<file path="src/rtl/multicycle_control_fsm.sv">
// Multi-cycle control FSM for the RV64 simple CPU.
// Sequences each instruction through FETCH, DECODE, EXEC, MEM and WB, waits on
// the memory ready handshake, traps illegal opcodes and memory timeouts into a
// sticky FAULT state, and counts retired instructions.
module multicycle_control_fsm #(
    parameter int ALU_OP_W    = 2,
    parameter int MEM_TIMEOUT = 15,
    parameter int SUPPORT_IMM = 1,
    parameter int CNT_W       = 32
) (
    input  logic                clk,
    input  logic                rst_n,
    input  logic                start,
    input  logic [6:0]          opcode,
    input  logic                mem_ready,
    input  logic                branch_taken,
    output logic                mem_req,
    output logic                mem_we,
    output logic                addr_src,
    output logic                ir_w,
    output logic                pc_w,
    output logic                pc_src,
    output logic [ALU_OP_W-1:0] ctrl_ALU_op,
    output logic                ctrl_ALU_src,
    output logic                ctrl_reg_w,
    output logic                ctrl_mem_to_reg,
    output logic                instr_done,
    output logic [CNT_W-1:0]    retired,
    output logic                fault,
    output logic [2:0]          state_o
);

    // State encoding is visible on state_o, so the values are fixed.
    localparam logic [2:0] S_IDLE   = 3'd0;
    localparam logic [2:0] S_FETCH  = 3'd1;
    localparam logic [2:0] S_DECODE = 3'd2;
    localparam logic [2:0] S_EXEC   = 3'd3;
    localparam logic [2:0] S_MEM    = 3'd4;
    localparam logic [2:0] S_WB     = 3'd5;
    localparam logic [2:0] S_FAULT  = 3'd6;

    // Instruction classes latched in DECODE; C_NONE only appears after reset.
    localparam logic [2:0] C_NONE   = 3'd0;
    localparam logic [2:0] C_LOAD   = 3'd1;
    localparam logic [2:0] C_STORE  = 3'd2;
    localparam logic [2:0] C_R      = 3'd3;
    localparam logic [2:0] C_IMM    = 3'd4;
    localparam logic [2:0] C_BRANCH = 3'd5;

    localparam logic [6:0] OP_LOAD   = 7'b0000011;
    localparam logic [6:0] OP_STORE  = 7'b0100011;
    localparam logic [6:0] OP_R      = 7'b0110011;
    localparam logic [6:0] OP_IMM    = 7'b0010011;
    localparam logic [6:0] OP_BRANCH = 7'b1100011;

    localparam logic [7:0] TIMEOUT_CNT = 8'(MEM_TIMEOUT);

    logic [2:0]       state_q, state_d;
    logic [2:0]       cls_q, cls_d;
    logic [7:0]       wait_q, wait_d;
    logic [CNT_W-1:0] retired_q, retired_d;

    logic [2:0]       dec_cls;
    logic             dec_legal;
    logic [2:0]       done_state;
    logic [1:0]       alu_code;
    logic             exec_src;

    // Where a finished instruction goes: keep running while start is held.
    assign done_state = start ? S_FETCH : S_IDLE;

    // Classify the incoming opcode; anything unrecognised is illegal.
    always_comb begin
        // NOTE: every combinational output gets a default first so no path
        // leaves it unassigned, which would otherwise infer a latch.
        dec_cls   = C_NONE;
        dec_legal = 1'b1;
        case (opcode)
            OP_LOAD:   dec_cls = C_LOAD;
            OP_STORE:  dec_cls = C_STORE;
            OP_R:      dec_cls = C_R;
            OP_BRANCH: dec_cls = C_BRANCH;
            OP_IMM: begin
                if (SUPPORT_IMM != 0) dec_cls   = C_IMM;
                else                  dec_legal = 1'b0;
            end
            default:   dec_legal = 1'b0;
        endcase
    end

    // ALU controls for the latched class; shared by EXEC and WB so WB holds them.
    always_comb begin
        alu_code = 2'b00;
        exec_src = 1'b0;
        case (cls_q)
            C_R:             alu_code = 2'b10;
            C_IMM:           begin alu_code = 2'b11; exec_src = 1'b1; end
            C_LOAD, C_STORE: begin alu_code = 2'b00; exec_src = 1'b1; end
            C_BRANCH:        alu_code = 2'b01;
            default:         alu_code = 2'b00;
        endcase
    end

    // Next-state, latched class and memory wait counter.
    always_comb begin
        state_d = state_q;
        cls_d   = cls_q;
        wait_d  = wait_q;
        case (state_q)
            S_IDLE: begin
                if (start) state_d = S_FETCH;
            end
            S_FETCH: begin
                if (mem_ready) begin
                    wait_d  = '0;
                    state_d = S_DECODE;
                end else begin
                    wait_d = wait_q + 8'd1;
                    if (wait_q == TIMEOUT_CNT) state_d = S_FAULT;
                end
            end
            S_DECODE: begin
                if (dec_legal) begin
                    cls_d   = dec_cls;
                    state_d = S_EXEC;
                end else begin
                    state_d = S_FAULT;
                end
            end
            S_EXEC: begin
                case (cls_q)
                    C_R, C_IMM:      state_d = S_WB;
                    C_LOAD, C_STORE: state_d = S_MEM;
                    C_BRANCH:        state_d = done_state;
                    default:         state_d = S_FAULT;
                endcase
            end
            S_MEM: begin
                if (mem_ready) begin
                    wait_d  = '0;
                    state_d = (cls_q == C_STORE) ? done_state : S_WB;
                end else begin
                    wait_d = wait_q + 8'd1;
                    if (wait_q == TIMEOUT_CNT) state_d = S_FAULT;
                end
            end
            S_WB:    state_d = done_state;
            S_FAULT: state_d = S_FAULT;
            default: state_d = S_FAULT;
        endcase
        // Every fresh memory wait starts counting from zero.
        if ((state_d == S_FETCH || state_d == S_MEM) && state_d != state_q) begin
            wait_d = '0;
        end
    end

    // Datapath controls, purely combinational from state, class and handshakes.
    always_comb begin
        mem_req         = 1'b0;
        mem_we          = 1'b0;
        addr_src        = 1'b0;
        ir_w            = 1'b0;
        pc_w            = 1'b0;
        pc_src          = 1'b0;
        ctrl_ALU_op     = '0;
        ctrl_ALU_src    = 1'b0;
        ctrl_reg_w      = 1'b0;
        ctrl_mem_to_reg = 1'b0;
        instr_done      = 1'b0;
        fault           = 1'b0;
        case (state_q)
            S_FETCH: begin
                mem_req = 1'b1;
                ir_w    = mem_ready;
                pc_w    = mem_ready;
            end
            S_EXEC: begin
                ctrl_ALU_op  = ALU_OP_W'(alu_code);
                ctrl_ALU_src = exec_src;
                if (cls_q == C_BRANCH) begin
                    pc_w       = branch_taken;
                    pc_src     = branch_taken;
                    instr_done = 1'b1;
                end
            end
            S_MEM: begin
                mem_req      = 1'b1;
                addr_src     = 1'b1;
                ctrl_ALU_op  = '0;
                ctrl_ALU_src = 1'b1;
                mem_we       = (cls_q == C_STORE);
                instr_done   = (cls_q == C_STORE) && mem_ready;
            end
            S_WB: begin
                ctrl_ALU_op     = ALU_OP_W'(alu_code);
                ctrl_ALU_src    = exec_src;
                ctrl_reg_w      = 1'b1;
                ctrl_mem_to_reg = (cls_q == C_LOAD);
                instr_done      = 1'b1;
            end
            S_FAULT: fault = 1'b1;
            default: fault = 1'b0;
        endcase
    end

    // Retired count advances once per completed instruction and wraps naturally.
    assign retired_d = retired_q + CNT_W'(instr_done);

    // State, class, wait counter and retired counter registers.
    always_ff @(posedge clk or negedge rst_n) begin
        // NOTE: every flop here is cleared by the async reset, so reset drops
        // the machine straight to IDLE and zeroes all outputs immediately.
        if (!rst_n) begin
            state_q   <= S_IDLE;
            cls_q     <= C_NONE;
            wait_q    <= '0;
            retired_q <= '0;
        end else begin
            // NOTE: non-blocking assignments so all flops update from the same
            // pre-edge values regardless of statement order.
            state_q   <= state_d;
            cls_q     <= cls_d;
            wait_q    <= wait_d;
            retired_q <= retired_d;
        end
    end

    assign retired = retired_q;
    assign state_o = state_q;

endmodule

</file>
<file path="config.mk">
export PLATFORM = sky130hd
export DESIGN_NAME = multicycle_control_fsm
export DESIGN_NICKNAME = d
export VERILOG_FILES = /design/src/rtl/multicycle_control_fsm.sv
export SDC_FILE = /design/constraint.sdc
export NUM_CORES = 1
export LEC_CHECK = 0
export ABC_AREA = 1
export BUFFER_PORTS_ARGS = -buffer_cell sky130_fd_sc_hd__buf_2
export CAP_MARGIN = 10
export CORE_ASPECT_RATIO = 1.1
export CORE_MARGIN = 3
export CORE_UTILIZATION = 40
export DETAILED_ROUTE_END_ITERATION = 10
export GPL_TIMING_DRIVEN = 0
export PLACE_DENSITY = 0.63
export SLEW_MARGIN = 20
export SYNTH_ARGS = -nofsm -noshare
export SYNTH_HDL_FRONTEND = slang
export SYNTH_SLANG_ARGS = --single-unit
</file>
<file path="constraint.sdc">
create_clock -name clk -period 4 [get_ports clk]
set_input_delay 0.2 -clock clk [delete_from_list [all_inputs] [get_ports clk]]
set_output_delay 0.2 -clock clk [all_outputs]
set_load 0.03 [all_outputs]
</file>
==> results of run 1 <==
## sequential cells by signal (all words and copies together) (netlist names)
name     flops
wait_q       8
state_o      3
retired     32
cls_q        3
## metal layers
metal / wire length [um] / global-route usage (%)
met3: 330 / 3.084
met2: 3103 / 28.43
met4: 68 / 4.881
met5: 0 / 0
met1: 2865 / 21.72
## final cells by class
cell class | count | area [sq um]
flip-flops and latches | 46 | 1151
repair buffers | 60 | 307.8
clock inverters | 1 | 30.03
plain buffers | 4 | 27.53
multi-input cells | 237 | 1411
clock buffers | 7 | 76.32
fillers | 692 | 3368
inverters | 52 | 196.4
well taps | 82 | 102.6
## path summary, 6_finish.rpt
kind	slack, ns	startpoint	endpoint	cells past startpoint
min in group asynchronous	0.43	rst_n	cls_q[0]$_DFFE_PN0P_	2
setup / recovery	0.98	wait_q[0]$_DFFE_PN0P_	retired[24]$_DFF_PN0_	16
hold / removal	0.20	opcode[5]	cls_q[1]$_DFFE_PN0P_	3
max in group asynchronous	3.14	rst_n	retired[8]$_DFF_PN0_	2
setup reg to reg	0.98	wait_q[0]$_DFFE_PN0P_	retired[24]$_DFF_PN0_	16
hold reg to reg	0.47	retired[31]$_DFF_PN0_	retired[31]$_DFF_PN0_	1
## critical path, delay by kind of cell (launching register included)
kind / cells / cell delay [ns]
AND/OR/NAND/NOR: 10 / 1.26
AO/OA/AOI/OAI: 1 / 0.26
adder cells (fa/ha/maj): 3 / 0.72
buffers and inverters: 1 / 0.09
flip-flops: 1 / 0.41
XOR/XNOR: 1 / 0.16
## Yosys cell counts (all sizes together)
cell type,count,area [sq um]
a21oi,7,35.03
a31oi,1,6.260
buf,3,23.77
clkbuf,1,3.750
clkinv,1,5.000
dfrtp,46,1151
ha,3,37.54
inv,51,191.4
nand2,76,312.8
nand3,28,210.2
nand4,17,112.6
nor2,36,175.2
nor3,16,116.4
nor4,3,31.28
o211a,1,10.01
o211ai,1,7.510
o21ai,15,75.07
o22ai,1,6.260
or2,2,12.52
xnor2,10,87.58
xor2,20,175.2
## metrics by stage
| step | power [mW] | std cells | hold WS [ns] | setup WS (ns) | instance area (sq um) |
|---|---|---|---|---|---|
| after global placement | 1.162 | 480 | 0.4459 | 0.9858 | 3184 |
| after floorplan | 1.019 | 339 | -0.09559 | 0.5749 | 2786 |
| after CTS | 1.522 | 488 | 0.1241 | 0.9686 | 3291 |
| final | 1.506 | 489 | 0.2017 | 0.9850 | 3303 |
| after detailed placement | 1.170 | 480 | 0.4568 | 0.9881 | 3184 |
| after global routing | 1.612 | 489 | 0.2284 | 0.7276 | 3303 |
## power by group
group / switching (mW) / leakage [nW] / internal, mW / total (mW)
clock network: 0.163 / 0.0524 / 0.187 / 0.350
logic: 0.392 / 1.12 / 0.173 / 0.565
registers: 0.0686 / 0.594 / 0.522 / 0.590
## cell families (layout without fill, tap and decap cells)
kind of cell / Yosys count / in the layout / synth area share [%]
compound gates: 26 / 26 / 5.029
xor+xnor: 30 / 30 / 9.430
fa+ha+maj: 3 / 3 / 1.347
buf+inv: 56 / 124 / 8.038
flops: 46 / 46 / 41.31
simple gates: 178 / 178 / 34.85
## repair_timing
item	CTS	global route
hold buffers	0	1
gates resized for setup	0	0
endpoints found under the hold margin	0	46
==> metrics.md, run 1 <==
| Metric | Value |
|---|---|
| Mapped Cells | 339 |
| Remaining DRCs | 0 |
| CP required | 4.19 ns |
| Worst Clk Skew | 0.008549 ns |
| Nets | 421 |
| Vert. Die Dim | 93.54 um |
| Area Overhead vs Synth | 18.55% |
| Worst Setup End Kind | register |
| Detail Placement HPWL | 4786 um |
| VDD IR max | 346.5 uV |
| H-tree lvl count | 2 |
| Max Slew Vio Count | 0 |
| Die W | 85.58 um |
| TNS Setup | 0 ns |
| Vias per cell | 5.006 |
| Pleak | 1.768 nW |
| Port bufs | 59 |
| Clock Tree Root | clkbuf_8 |
| GP Congestion | 0.8858 |
| Clk slew on worst S/H paths | 0.09 ns |
| Largest net degree at the start of global routing | 47 |
| First-pass GRT wire length | 10840 um |
| Final core utilization | 49.51% |
| Pwr Density | 455.8 mW/mm^2 |
| Syn avg cell area | 8.220 sq um |
| Pre-antenna DRT Iters | 4 |
| Seq/Total Area, Yosys | 41.31% |
| Setup Fix Bufs, Post-CTS | 0 |
| Maximum fanout along the worst path | 4 |
| DRT antenna net count | 0 |
| CP startpoint kind | register |
| Worst min path class | input port to register |
| Worst path arrival time | 3.21 ns |
| DR iter-0 viols | 62 |
| Status | complete, no violations |
| Cts bufs inserted | 5 |
| Later-pin clock latency in the skew report | 0.30 ns |
| Yosys reg bits | 46 |
| Yosys warning total | 0 |
| Total GRT Usage | 16.77% |
| Post-Syn Nets | 354 |
| Mapped cell area | 0.002786 sq mm |
| Commonest non-fill, non-tap cell in the layout | nand2_1 |
| Crit path time final | 3.015 ns |
| CORE AREA | 0.006671 sq mm |
| Die Area | 0.008005 sq mm |
| Vias in the first global route | 2349 |
| CTS tree | yes |
| Clock Sinks | 46 |
| Setup repair after global routing missed its margin | no |
| CTS Buffer Depth | 2 |
| Most frequent cells in the layout | nand2_1 (65), buf_2 (59), dfrtp_1 (46), inv_1 (44), nor2_1 (26) |
| CP Cell Sequence | ha_1, nand3_1, nor2_1, nor2_1, nand2_1, nand2_2, nand2_2, o21ai_0, ha_1, ha_1, nand3_2, nor2_2, inv_1, nor3_2, nand4_1, xnor2_1 |
| Fin crit share | 75.38% |
| Vias | 2448 |
| Core Rows | 31 |
| Layout cells sized above 1 | 28.26% |
| Most used cell along the critical path | ha_1 |
| Setup violators final | 0 |
| DRT Wirelength | 6367 um |
| Worst-Margin Slew | 0.6079 ns |
| Initial antenna violation count | 0 |
| Max incr delay on CP | 0.41 ns |
| Crit path kind | register to register |
| MaxCap Viol Count | 0 |
| Hold Vio Cnt, Final | 0 |
| Gr ovfl total | 0 |
| Max_slew headroom | 59.47% |
| Max Fclk | 331.7 MHz |
| Initial Util | 41.77% |
| Slowest-stage cell, CP | dfrtp_1 |
| ANT cells | 0 |
| # IOs | 60 |
| Routed WL per cell | 13.02 um |
| Unique cell type count in the Yosys netlist | 35 |
No activity file was read; power rests on OpenSTA's default activity.
==> inputs of run 2 (changes only) <==
--- a/config.mk
+++ b/config.mk
@@ -13,7 +13,7 @@
 export CORE_UTILIZATION = 40
 export DETAILED_ROUTE_END_ITERATION = 10
 export GPL_TIMING_DRIVEN = 0
-export PLACE_DENSITY = 0.63
+export PLACE_DENSITY = 0.65
 export SLEW_MARGIN = 20
 export SYNTH_ARGS = -nofsm -noshare
 export SYNTH_HDL_FRONTEND = slang
==> constraint.sdc (replaced) <==
create_clock -name clk -period 2.6 [get_ports clk]
set_input_delay 0.13 -clock clk [delete_from_list [all_inputs] [get_ports clk]]
set_output_delay 0.13 -clock clk [all_outputs]
set_load 0.03 [all_outputs]
==> run 2 against run 1 <==
Clock power rose by 56%. Via count is 0.49% lower. Register-to-register slack worse by 0.90 ns. Critical path depth is the same. Sequential power up 58%. Largest cell class unchanged.
==> metrics.md, run 2 (synthesis gave the netlist of run 1 again) <==
| Metric | Value |
|---|---|
| Port bufs | 59 (unchanged) |
| CP required | 2.80 ns (-1.39 ns) |
| DR iter-0 viols | 106 (+71%) |
| Worst Clk Skew | 0.007172 ns (-0.001377 ns) |
| Largest net degree at the start of global routing | 47 (unchanged) |
| Max Fclk | 396.9 MHz (+20%) |
| Setup violators final | 0 (unchanged) |
| DRT Wirelength | 6352 um (-0.24%) |
| Routed WL per cell | 12.55 um (-3.6%) |
| H-tree lvl count | 2 (unchanged) |
| Fin crit share | 96.92% (+22 points) |
| Initial Util | 41.77% (unchanged) |
| CORE AREA | 0.006671 sq mm (unchanged) |
| Hold WS | 0.1360 ns (-0.06577 ns) |
| Vert. Die Dim | 93.54 um (unchanged) |
| Pre-CTS setup slack | -0.09937 ns (-1.088 ns) |
| Pleak | 1.877 nW (+6.2%) |
| Post-DP Area | 0.003257 sq mm (+2.3%) |
| Layout cells sized above 1 | 34.91% (+6.7 points) |
| ANT cells | 0 (unchanged) |
| Vias per cell | 4.814 (-3.8%) |
| Nets | 438 (+4.0%) |
| Remaining DRCs | 0 (unchanged) |
| First-pass GRT wire length | 10530 um (-2.9%) |
| Vias | 2436 (-0.49%) |
| Most frequent cells in the layout | nand2_1 (64), buf_2 (59), inv_1 (43), dfrtp_1 (43), nor2_1 (24) |
| Hold Vio Cnt, Final | 0 (unchanged) |
| Cts bufs inserted | 5 (unchanged) |
| Pwr Density | 707.6 mW/mm^2 (+55%) |
| CTS tree | yes |
| Worst-Margin Slew | 0.5877 ns (-0.02017 ns) |
| Initial antenna violation count | 0 (unchanged) |
| DRT antenna net count | 0 (unchanged) |
| # IOs | 60 (unchanged) |
| Clk slew on worst S/H paths | 0.09 ns (about the same) |
| Commonest non-fill, non-tap cell in the layout | nand2_1 |
| Vias in the first global route | 2269 (-3.4%) |
| CP startpoint kind | register |
| GP Congestion | 0.8172 (-7.7%) |
| Setup repair after global routing missed its margin | yes |
| Fillers | 647 (-6.5%) |
| Later-pin clock latency in the skew report | 0.31 ns (about the same) |
| Worst path arrival time | 2.72 ns (-0.49 ns) |
| Worst min path class | input port to register |
| Max Slew Vio Count | 0 (unchanged) |
| TNS Setup | 0 ns (unchanged) |
| Die Area | 0.008005 sq mm (unchanged) |
| Core Rows | 31 (unchanged) |
| Max_slew headroom | 60.82% (+1.3 points) |
| Clock Tree Root | clkbuf_8 |
| Crit path time final | 2.520 ns (-0.4952 ns) |
| Max FFs per register | 32 (unchanged) |
| Pre-antenna DRT Iters | 4 (unchanged) |
| Worst setup margin | 0.08018 ns (-0.9048 ns) |
| VDD IR max | 673.2 uV (+94%) |
| Die W | 85.58 um (unchanged) |
| Detail Placement HPWL | 4657 um (-2.7%) |
| Clock Sinks | 46 (unchanged) |
| CTS Buffer Depth | 2 (unchanged) |
| Finished Cell Area | 0.003573 sq mm (+8.2%) |
| Crit path kind | register to register |
| Area Overhead vs Synth | 28.24% |
| Maximum fanout along the worst path | 8 (+4) |
| MaxCap Viol Count | 0 (unchanged) |
| Total GRT Usage | 16.50% (-0.27 points) |
| Worst Setup End Kind | register |
| Pwr Total | 2.529 mW (+68%) |
| Status | complete, no violations |
| Gr ovfl total | 0 (unchanged) |
-- run 2: metrics by stage --
step	cells	utilization, %
after floorplan	339	-
after global placement	480	48.82
after detailed placement	480	48.82
after CTS	494	51.52
after global routing	506	53.56
final	506	53.56
-- run 2: power breakdown --
part	switching, mW	internal, mW	total, mW
Sequential	0.129	0.806	0.934
Combinational	0.669	0.378	1.05
Clock	0.259	0.288	0.547
-- run 2: area by class of cell --
type	count	area, sq um	area share (%)
Sequential cell	46	1155	32.32
Inverter	52	210.2	5.882
Multi-Input combinational cell	237	1526	42.72
Clock buffer	5	68.82	1.926
Clock inverter	3	43.79	1.225
Timing Repair Buffer	77	435.4	12.18
Buffer	4	31.28	0.8753
Tap cell	82	102.6	2.871
-- run 2: worst max-delay path, cell delays in order (launching register included) --
cell	delay, ns
dfrtp_1	0.38
buf_6	0.13
nor2_2	0.12
nand2_2	0.10
o21ai_2	0.13
nand2_1	0.08
nand2_2	0.09
nand2_4	0.07
o21ai_4	0.15
ha_4	0.17
ha_4	0.15
nand3_4	0.10
nor2_4	0.16
inv_2	0.06
nor3_4	0.21
nand4_1	0.15
xnor2_1	0.16
-- run 2: timing repair --
item / 4_1_cts / 5_1_grt
buffers inserted: 6 / 11
resized for setup: 4 / 9
pin swaps: 4 / 11
hold buffers: 0 / 1
endpoints found under the setup margin: 4 / 15
hold endpoints to repair: 0 / 46
-- run 2: layer usage --
layer,wire length (um),track usage [%]
met1,2902,21.94
met2,3050,26.49
met3,287,3.436
met4,110,5.937
met5,0,0
-- run 2: final timing paths --
kind / slack (ns) / cells past startpoint / startpoint / endpoint
hold reg to reg: 0.47 / 1 / retired[31]$_DFF_PN0_ / retired[31]$_DFF_PN0_
setup reg to reg: 0.08 / 16 / cls_q[0]$_DFFE_PN0P_ / retired[24]$_DFF_PN0_
max in group asynchronous: 1.80 / 2 / rst_n / state_o[1]$_DFF_PN0_
hold / removal: 0.14 / 3 / opcode[5] / cls_q[1]$_DFFE_PN0P_
min in group asynchronous: 0.37 / 2 / rst_n / retired[23]$_DFF_PN0_
setup / recovery: 0.08 / 16 / cls_q[0]$_DFFE_PN0P_ / retired[24]$_DFF_PN0_
